## config.mk

```make
export PLATFORM = sky130hd
export DESIGN_NAME = countdown_timer_flat
export DESIGN_NICKNAME = d
export VERILOG_FILES = /design/src/rtl/countdown_timer_if.sv /design/src/rtl/countdown_timer.sv /design/src/flat_wrapper.sv
export SDC_FILE = /design/constraint.sdc
export NUM_CORES = 1
export LEC_CHECK = 0
export ABC_CLOCK_PERIOD_IN_PS = 3200
export BUFFER_PORTS_ARGS = -buffer_cell sky130_fd_sc_hd__buf_4
export CAP_MARGIN = 40
export CORE_UTILIZATION = 45
export DETAILED_ROUTE_END_ITERATION = 8
export GPL_TIMING_DRIVEN = 1
export HOLD_SLACK_MARGIN = 0.06
export PLACE_DENSITY = 0.73
export SYNTH_ARGS = -nofsm -noshare
export SYNTH_HDL_FRONTEND = slang
export SYNTH_SLANG_ARGS = --single-unit
```

## constraint.sdc

```tcl
create_clock -name clock -period 3.2 [get_ports clock]
set_input_delay 0 -clock clock [delete_from_list [all_inputs] [get_ports clock]]
set_output_delay 0 -clock clock [all_outputs]
set_load 0.1 [all_outputs]
```

## src/rtl/countdown_timer_if.sv

```systemverilog
// Control and status bundle for countdown_timer.
// Handshake: load is a single-cycle strobe that the timer accepts on every
// edge it is high (there is no ready; the timer can always take a load).
// load_value is qualified only by load. en is a level, not a handshake.
// count/running/expired/done are registered status; done is a one-cycle pulse.
interface countdown_timer_if #(
    parameter int WIDTH = 8
);
    logic             load;
    logic [WIDTH-1:0] load_value;
    logic             en;
    logic [WIDTH-1:0] count;
    logic             running;
    logic             expired;
    logic             done;
    logic [1:0]       dbg_state;  // FSM state: 0=IDLE, 1=RUN, 2=EXPIRED

    modport master (
        output load, load_value, en,
        input  count, running, expired, done, dbg_state
    );

    modport slave (
        input  load, load_value, en,
        output count, running, expired, done, dbg_state
    );
endinterface

```

## src/rtl/countdown_timer.sv

```systemverilog
// Loadable down-counter with a prescaled tick. Counts a loaded value down to
// zero while enabled, pulses done on reaching zero, then either parks in
// EXPIRED or (AUTO_RELOAD=1) restarts from the last loaded value.
module countdown_timer #(
    parameter int WIDTH       = 8,
    parameter int PRESCALE    = 1,
    parameter int AUTO_RELOAD = 0
) (
    input  logic               clock,
    input  logic               reset,
    countdown_timer_if.slave   bus
);

    // Prescale counter width: ceil(log2(PRESCALE)), at least one bit.
    localparam int PW = (PRESCALE <= 2) ? 1 : $clog2(PRESCALE);
    localparam logic [PW-1:0] PS_LAST = PW'(PRESCALE - 1);

    typedef enum logic [1:0] {
        IDLE    = 2'd0,
        RUN     = 2'd1,
        EXPIRED = 2'd2
    } state_t;

    state_t           state_q;
    logic [WIDTH-1:0] count_q;
    logic [WIDTH-1:0] reload_q;
    logic [PW-1:0]    prescale_q;
    logic             running_q;
    logic             expired_q;
    logic             done_q;
    logic             tick;

    // A tick is the last prescale cycle of an enabled RUN period.
    assign tick = (state_q == RUN) && bus.en && (prescale_q == PS_LAST);

    // FSM, counters and registered status flags; reset > load > counting.
    always_ff @(posedge clock) begin
        if (reset) begin
            state_q    <= IDLE;
            count_q    <= '0;
            reload_q   <= '0;
            prescale_q <= '0;
            running_q  <= 1'b0;
            expired_q  <= 1'b0;
            done_q     <= 1'b0;
        end else begin
            done_q <= 1'b0;
            if (bus.load) begin
                prescale_q <= '0;
                if (bus.load_value != '0) begin
                    count_q   <= bus.load_value;
                    reload_q  <= bus.load_value;
                    state_q   <= RUN;
                    running_q <= 1'b1;
                    expired_q <= 1'b0;
                end else begin
                    // Zero load expires immediately; auto-reload does not apply.
                    count_q   <= '0;
                    state_q   <= EXPIRED;
                    running_q <= 1'b0;
                    expired_q <= 1'b1;
                    done_q    <= 1'b1;
                end
            end else begin
                case (state_q)
                    RUN: begin
                        if (bus.en) begin
                            if (tick) begin
                                prescale_q <= '0;
                                if (count_q > WIDTH'(1)) begin
                                    count_q <= count_q - 1'b1;
                                end else begin
                                    // Terminal tick: count reaches zero here.
                                    done_q <= 1'b1;
                                    if (AUTO_RELOAD != 0) begin
                                        count_q <= reload_q;
                                    end else begin
                                        count_q   <= '0;
                                        state_q   <= EXPIRED;
                                        running_q <= 1'b0;
                                        expired_q <= 1'b1;
                                    end
                                end
                            end else begin
                                prescale_q <= prescale_q + 1'b1;
                            end
                        end
                    end
                    EXPIRED: begin
                        count_q <= '0;
                    end
                    default: begin
                        // IDLE holds count until a load arrives.
                    end
                endcase
            end
        end
    end

    assign bus.count     = count_q;
    assign bus.running   = running_q;
    assign bus.expired   = expired_q;
    assign bus.done      = done_q;
    assign bus.dbg_state = state_q;

endmodule

```

## src/flat_wrapper.sv

```systemverilog
// flat-port wrapper written by rule: the top's interface ports become plain ports
module countdown_timer_flat 
#(
    parameter int WIDTH       = 8,
    parameter int PRESCALE    = 1,
    parameter int AUTO_RELOAD = 0
)
  (clock, reset, bus_load, bus_load_value, bus_en, bus_count, bus_running, bus_expired, bus_done, bus_dbg_state);
  countdown_timer_if #(.WIDTH(WIDTH)) bus_i ();
  input  logic clock;
  input  logic reset;
  input wire logic [$bits(bus_i.load)-1:0] bus_load;
  input wire logic [$bits(bus_i.load_value)-1:0] bus_load_value;
  input wire logic [$bits(bus_i.en)-1:0] bus_en;
  output wire logic [$bits(bus_i.count)-1:0] bus_count;
  output wire logic [$bits(bus_i.running)-1:0] bus_running;
  output wire logic [$bits(bus_i.expired)-1:0] bus_expired;
  output wire logic [$bits(bus_i.done)-1:0] bus_done;
  output wire logic [$bits(bus_i.dbg_state)-1:0] bus_dbg_state;
  assign bus_i.load = bus_load;
  assign bus_i.load_value = bus_load_value;
  assign bus_i.en = bus_en;
  assign bus_count = bus_i.count;
  assign bus_running = bus_i.running;
  assign bus_expired = bus_i.expired;
  assign bus_done = bus_i.done;
  assign bus_dbg_state = bus_i.dbg_state;
  countdown_timer #(.WIDTH(WIDTH), .PRESCALE(PRESCALE), .AUTO_RELOAD(AUTO_RELOAD)) u_core (.clock(clock), .reset(reset), .bus(bus_i));
endmodule
```

==> impl_results.md, run 1 <==
* Power Density at 544 nW/um2
* CTS sink count at 12
* R2R cell count at 7
* CP endpoint kind: register
* Seq/Total Area, Yosys at 32.2%
* Placed cells at 124
* Ys async rst share at 0%
* RR Endpoint: u_core.bus.count[7]
* Cells after Synth at 91
* Multi-input logic area at 452 um2
* DR top layer: met4
* Share of cells above drive strength 1 at 29.1%
* Metal-1 WL at 871 um
* VDD IR-drop max at 0.000351 V
* RSZ-0062 raised after global routing: no
* First-pass GRT wire length at 3.29 mm
* Worst path bufs/invs at 2
* Cell family with most CP delay: buffers and inverters
* Outcome: completed
* Final setup fails at 0
* Root Driver: clkbuf_4
* Initial detailed-routing violation count at 25
* Least-Margin Pin Slew at 0.747 ns
* Clock Skew at 0.00888 ns
* Synthesized flop and latch total at 12
* Netlist Area Pre-Place at 746 um2
* Worst slew margin at 49.8%
* FILL cells at 140
* Req. time, crit path at 3.43 ns
* Vias per std cell at 6.29
* Area contributors post-synth: dfxtp_1 (32%), a31oi_1 (5.9%), nor2_1 (3.5%)
* Hold depth at 3
* Setup TNS at 0 ns
* Routed WL at 2.00 mm
* CP max stage cell: dlygate4sd3_1
* Top cell type's share of synthesized area at 32.2%
* Clk_lat worst skew at 0.28 ns
* CP peak stage delay at 0.56 ns
* GPL Wtd Cong at 0.857
* Count of boundary I/O pins at 25
* Post-route clock period utilization at 65.3%
* Area grow syn2layout at 33.7%
* Fin crit period at 2.09 ns
* Synthesized area per cell at 8.19 um2
* Worst-path clk slew at 0.08 ns
* Most common cell in the synthesized netlist: dfxtp_1
* Post-DP HPWL at 1.39 mm
* Leak Pwr at 0.410 nW
* Achievable Freq at 479 MHz
* Metal2 WL at 928 um
* Pin count of the biggest net entering global routing at 18
* Critical path arrival at 2.32 ns
* Antenna cells at 0
* Yosys cell types at 37
* Drt drc at 0
* Gr ovfl total at 0
* Number of port buffers at 24
* Wire per inst at 15.1 um
* Die width at 42.7 um
* Setup CP Type: register to register
* Vias in the first global route at 720
* Row Count at 14
* WHS Endpoint: u_core.bus.count[2]
* Die Height at 42.7 um
* Die ar. at 1820 um2
* Ys Warns at 0
* CP max FO at 7
* Fin cells at 133
* Final Hold Viols at 0
* Antenna violations before repair at 0
* Top post-synthesis cells by count: dfxtp_1 (12), a31oi_1 (7), nor2_1 (7)
* Slack of the critical path at 1.11 ns
* Worst r2r src: u_core.bus.count[0]
* DR pass1 iterations at 4
* Clock tree buffer depth at 2
* Worst-path cell chain: inv_1 > ha_1 > or2_2 > nor2_1 > mux2i_1 > o22ai_1 > dlygate4sd3_1
* Vias at 837
* Worst slack, placed at 1.27 ns
* Mapped Nets at 105
* Post-CTS sizing at 0
* CTS tree: yes
* CTS H-tree lvls at 1
* Post-synth top flop: dfxtp_1
* Remaining antenna violation count at 0
* Final nets at 132
* Setup crit start kind: register
* Post-synth top area cell: dfxtp_1
* FF+latch area at 240 um2
* Pins Over Slew Limit at 0
* Metal3 WL at 162 um
* Fin Hold WS at 0.0746 ns
* TritonCTS Buffers at 3
* Tot Pwr at 0.542 mW
* Hold Crit Class: input port to register
* Min-delay src: bus_load_value[2]
* Core Region at 1520 um2
* Post-synth EDFFs at 0
* Worst reg2reg setup slack at 1.11 ns
* Starting density of the core at 48.9%
* Total track usage at 24.1%
* Max-Cap Viols at 0
## state kept, by name (all words and copies together) (netlist names)
name                  cells
u_core.bus.count          8
u_core.bus.dbg_state      1
u_core.bus.done           1
u_core.bus.running        1
u_core.prescale_q         1
## power breakdown
| part | internal [mW] | switching, mW |
|---|---|---|
| Combinational | 0.0711 | 0.166 |
| Sequential | 0.162 | 0.0193 |
| Clock | 0.0693 | 0.0549 |
| Total | 0.302 | 0.240 |
## placed cells by master (no fill, tap or decap), types with 2 or more instances in the layout
master	n
or3_1	2
buf_4	24
clkbuf_4	3
a22oi_1	2
a31oi_1	7
nand2_1	5
nor2_1	7
dfxtp_1	12
nor3_1	4
nand4_1	3
nand3_1	2
or4_1	2
nand2b_1	3
inv_1	5
dlygate4sd3_1	5
a32oi_1	3
ha_1	2
nor4_1	2
a211oi_1	2
a21oi_1	4
## layer usage
metal / GRT usage (%) / vias up
met4: 13.8 / 0
met3: 2.98 / 7
met2: 36.4 / 54
li1: - / 408
met5: 0 / -
met1: 32.8 / 368
## area by class of cell
type	count	share of cell area, %
multi-input cells	67	45.3
well taps	16	2.01
inverters	5	1.88
flip-flops and latches	12	24.1
clock buffers	4	3.64
repair buffers	29	23.1
## metrics by stage
step                area (um2)  utilization, %
detailed placement         911            59.8
global route               997            65.4
finish                     997            65.4
floorplan                  746               -
CTS                        997            65.4
global placement           911            59.8
## how the worst max path moves through the flow
stage / slack, ns / end / from / cells after the start
global route: 1.02 / u_core.bus.count[7] / u_core.bus.count[0] / 7
floorplan: 0.76 / u_core.bus.count[1] / u_core.bus.count[0] / 6
global placement: 1.37 / u_core.bus.count[3] / u_core.bus.count[0] / 6
finish: 1.11 / u_core.bus.count[7] / u_core.bus.count[0] / 7
detailed placement: 1.27 / u_core.bus.count[0] / u_core.bus.count[0] / 6
CTS: 1.15 / u_core.bus.count[7] / u_core.bus.count[0] / 7
## kinds of logic after synthesis
kind of cell    synth area share, %
compound gates                 24.5
simple gates                   31.4
fa+ha+maj                      3.36
flops                          32.2
buf+inv                        7.21
mux                            1.34
## worst min-delay path, stage by stage
cell     delay, ns
buf_4         0.08
a22oi_1       0.06
a31oi_1       0.16
## what timing repair did
action | CTS | global route
hold endpoints to repair | 10 | 0
hold buffers | 5 | 0
buffers inserted | 0 | 0
No activity file was read; power rests on OpenSTA's default activity.
==> run 2, diff against run 1 <==
- ABC_CLOCK_PERIOD_IN_PS: 3200 -> 2029
- clock period: 3.2 -> 2.03 ns (I/O delays scaled with it)
==> run 2 against run 1 <==
Cell count rose by 1.5%; die area did not move; sequential share of layout area rose by 0.45 points; first-iteration DRC count fell by 28%; cell area rose by 2.3%; clock-buffer cell count did not move; combinational power rose by 64%; hold slack got worse by 0.010 ns; wire length rose by 4.6%; sequential power rose by 59%; via count rose by 0.96%.
==> impl_results.md, run 2 (synthesized netlist as in run 1, its figures left out) <==
* CP peak stage delay at 0.51 ns (-0.05 ns)
* Share of cells above drive strength 1 at 34.5% (+5.4 points)
* Final Hold Viols at 0 (unchanged)
* Final nets at 134 (+1.5%)
* Post-DP HPWL at 1.44 mm (+3.8%)
* Total track usage at 24.9% (+0.82 points)
* Cell family with most CP delay: simple AND/OR/NAND/NOR gates
* Root Driver: clkbuf_4
* R2R cell count at 6 (-1)
* CTS tree: yes
* RR Endpoint: u_core.bus.count[4]
* CP max stage cell: or4b_4
* Setup CP Type: register to register
* Worst-path clk slew at 0.08 ns (about the same)
* Vias in the first global route at 782 (+8.6%)
* GPL Wtd Cong at 0.863 (+0.79%)
* FILL cells at 139 (-0.71%)
* Die Height at 42.7 um (unchanged)
* Hold Crit Class: input port to register
* Achievable Freq at 532 MHz (+11%)
* Outcome: completed
* Area post-placement at 943 um2 (+3.6%)
* First-pass GRT wire length at 3.46 mm (+5.2%)
* Worst slew margin at 57.0% (+7.1 points)
* Die ar. at 1820 um2 (unchanged)
* Drt drc at 0 (unchanged)
* Final setup fails at 0 (unchanged)
* FF+latch area at 250 um2 (+4.2%)
* Leak Pwr at 0.420 nW (+2.4%)
* Vias at 845 (+0.96%)
* Pin count of the biggest net entering global routing at 18 (unchanged)
* Count of boundary I/O pins at 25 (unchanged)
* Clock Skew at 0.00287 ns (-0.00601 ns)
* Routed WL at 2.10 mm (+4.6%)
* Max-Cap Viols at 0 (unchanged)
* DR pass1 iterations at 4 (unchanged)
* Worst reg2reg setup slack at 0.15 ns (-0.96 ns)
* Setup crit start kind: register
* Initial detailed-routing violation count at 18 (-28%)
* Fin crit period at 1.88 ns (-0.207 ns)
* Fin cells at 135 (+1.5%)
* Starting density of the core at 48.9% (unchanged)
* CP endpoint kind: register
* CTS sink count at 12 (unchanged)
* Final core utilization at 66.9% (+1.5 points)
* Pins Over Slew Limit at 0 (unchanged)
* Row Count at 14 (unchanged)
* Post-route design area at 1020 um2 (+2.3%)
* Commonest non-fill, non-tap cell in the layout: buf_4
* Wire per inst at 15.5 um (+3.0%)
* Min-delay src: bus_load_value[2]
* Setup TNS at 0 ns (unchanged)
* Post-CTS sizing at 0 (unchanged)
* Worst-path cell chain: inv_1 > ha_1 > or4b_4 > nor4_2 > a21oi_1 > o32ai_2
* Placed cells at 127 (+2.4%)
* Vias per std cell at 6.26 (-0.54%)
* Hold depth at 3 (unchanged)
* Number of port buffers at 24 (unchanged)
* VDD IR-drop max at 0.000487 V (+39%)
* Req. time, crit path at 2.23 ns (-1.20 ns)
* Worst path bufs/invs at 1 (-1)
* RSZ-0062 raised after global routing: no
* Largest register FFs at 8 (unchanged)
* Post-CTS setup buffer count at 0 (unchanged)
* Least-Margin Pin Slew at 0.643 ns (-0.104 ns)
* CTS H-tree lvls at 1 (unchanged)
* Die width at 42.7 um (unchanged)
* Antenna violations before repair at 0 (unchanged)
* WHS Endpoint: u_core.bus.count[2]
* Clk_lat worst skew at 0.28 ns (about the same)
* Area grow syn2layout at 36.7%
* Tot Pwr at 0.875 mW (+61%)
* Gr ovfl total at 0 (unchanged)
* Power Density at 858 nW/um2 (+58%)
* CP max FO at 6 (-1)
* Core Region at 1520 um2 (unchanged)
* Commonest non-fill, non-tap cells in the layout: buf_4 (27), dfxtp_1 (8), nor2_1 (7), a31oi_1 (7)
* Critical path arrival at 2.08 ns (-0.24 ns)
* Antenna cells at 0 (unchanged)
* Worst r2r src: u_core.bus.count[1]
* Multi-input logic area at 452 um2 (unchanged)
* Clock tree buffer depth at 2 (unchanged)
* Remaining antenna violation count at 0 (unchanged)
* TritonCTS Buffers at 3 (unchanged)
* Post-route clock period utilization at 92.7% (+27 points)
-- run 2: repair_timing --
| action | in CTS | in global routing |
|---|---|---|
| setup endpoints to repair | 0 | 0 |
| hold buffers | 4 | 0 |
| hold endpoints to repair | 10 | 0 |
-- run 2: area by class of cell --
cell class | instances | area share [%]
timing repair buffer | 31 | 23.8
inverter | 5 | 1.84
sequential | 12 | 24.5
tap | 16 | 1.96
multi-input combinational | 67 | 44.3
clock buffer | 4 | 3.56
-- run 2: per-stage QoR --
step / hold slack, ns / worst slack, ns
2_1_floorplan: 0.108 / 0.0441
3_3_place_gp: 0.199 / 0.226
3_5_place_dp: 0.212 / 0.171
4_1_cts: 0.0731 / 0.138
5_1_grt: 0.0855 / 0.0189
6_report: 0.0645 / 0.149
-- run 2: where the power goes --
part	switching, mW	internal [mW]	total, mW	leakage [nW]
registers	0.0312	0.256	0.287	0.101
clock network	0.0906	0.109	0.200	0.0210
logic	0.266	0.122	0.388	0.298
-- run 2: worst max path at each step --
stage	from	end	depth (start not counted)
6_report	u_core.bus.count[1]	u_core.bus.count[4]	6
5_1_grt	u_core.bus.count[0]	u_core.bus.count[0]	6
4_1_cts	u_core.bus.count[1]	u_core.bus.count[4]	6
3_5_place_dp	u_core.bus.count[1]	u_core.bus.count[4]	6
3_3_place_gp	u_core.bus.count[1]	u_core.bus.count[4]	6
2_1_floorplan	u_core.bus.count[2]	u_core.bus.count[4]	4
-- run 2: metal layers --
layer,vias to the layer above,GRT usage [%],part of all wire [%]
met4,0,13.1,1.6
met1,397,33.6,44
met5,-,0,0
li1,408,-,-
met3,5,2.55,5.5
met2,35,38.8,49
-- run 2: worst reg2reg max path: cells and delay by family (launching register included) --
family | cells | cell delay, ns
and+or+nand+nor | 2 | 0.76
DFF | 1 | 0.37
AOI/OAI and AO/OA | 2 | 0.31
adders and majority gates | 1 | 0.25
buffers and inverters | 1 | 0.11
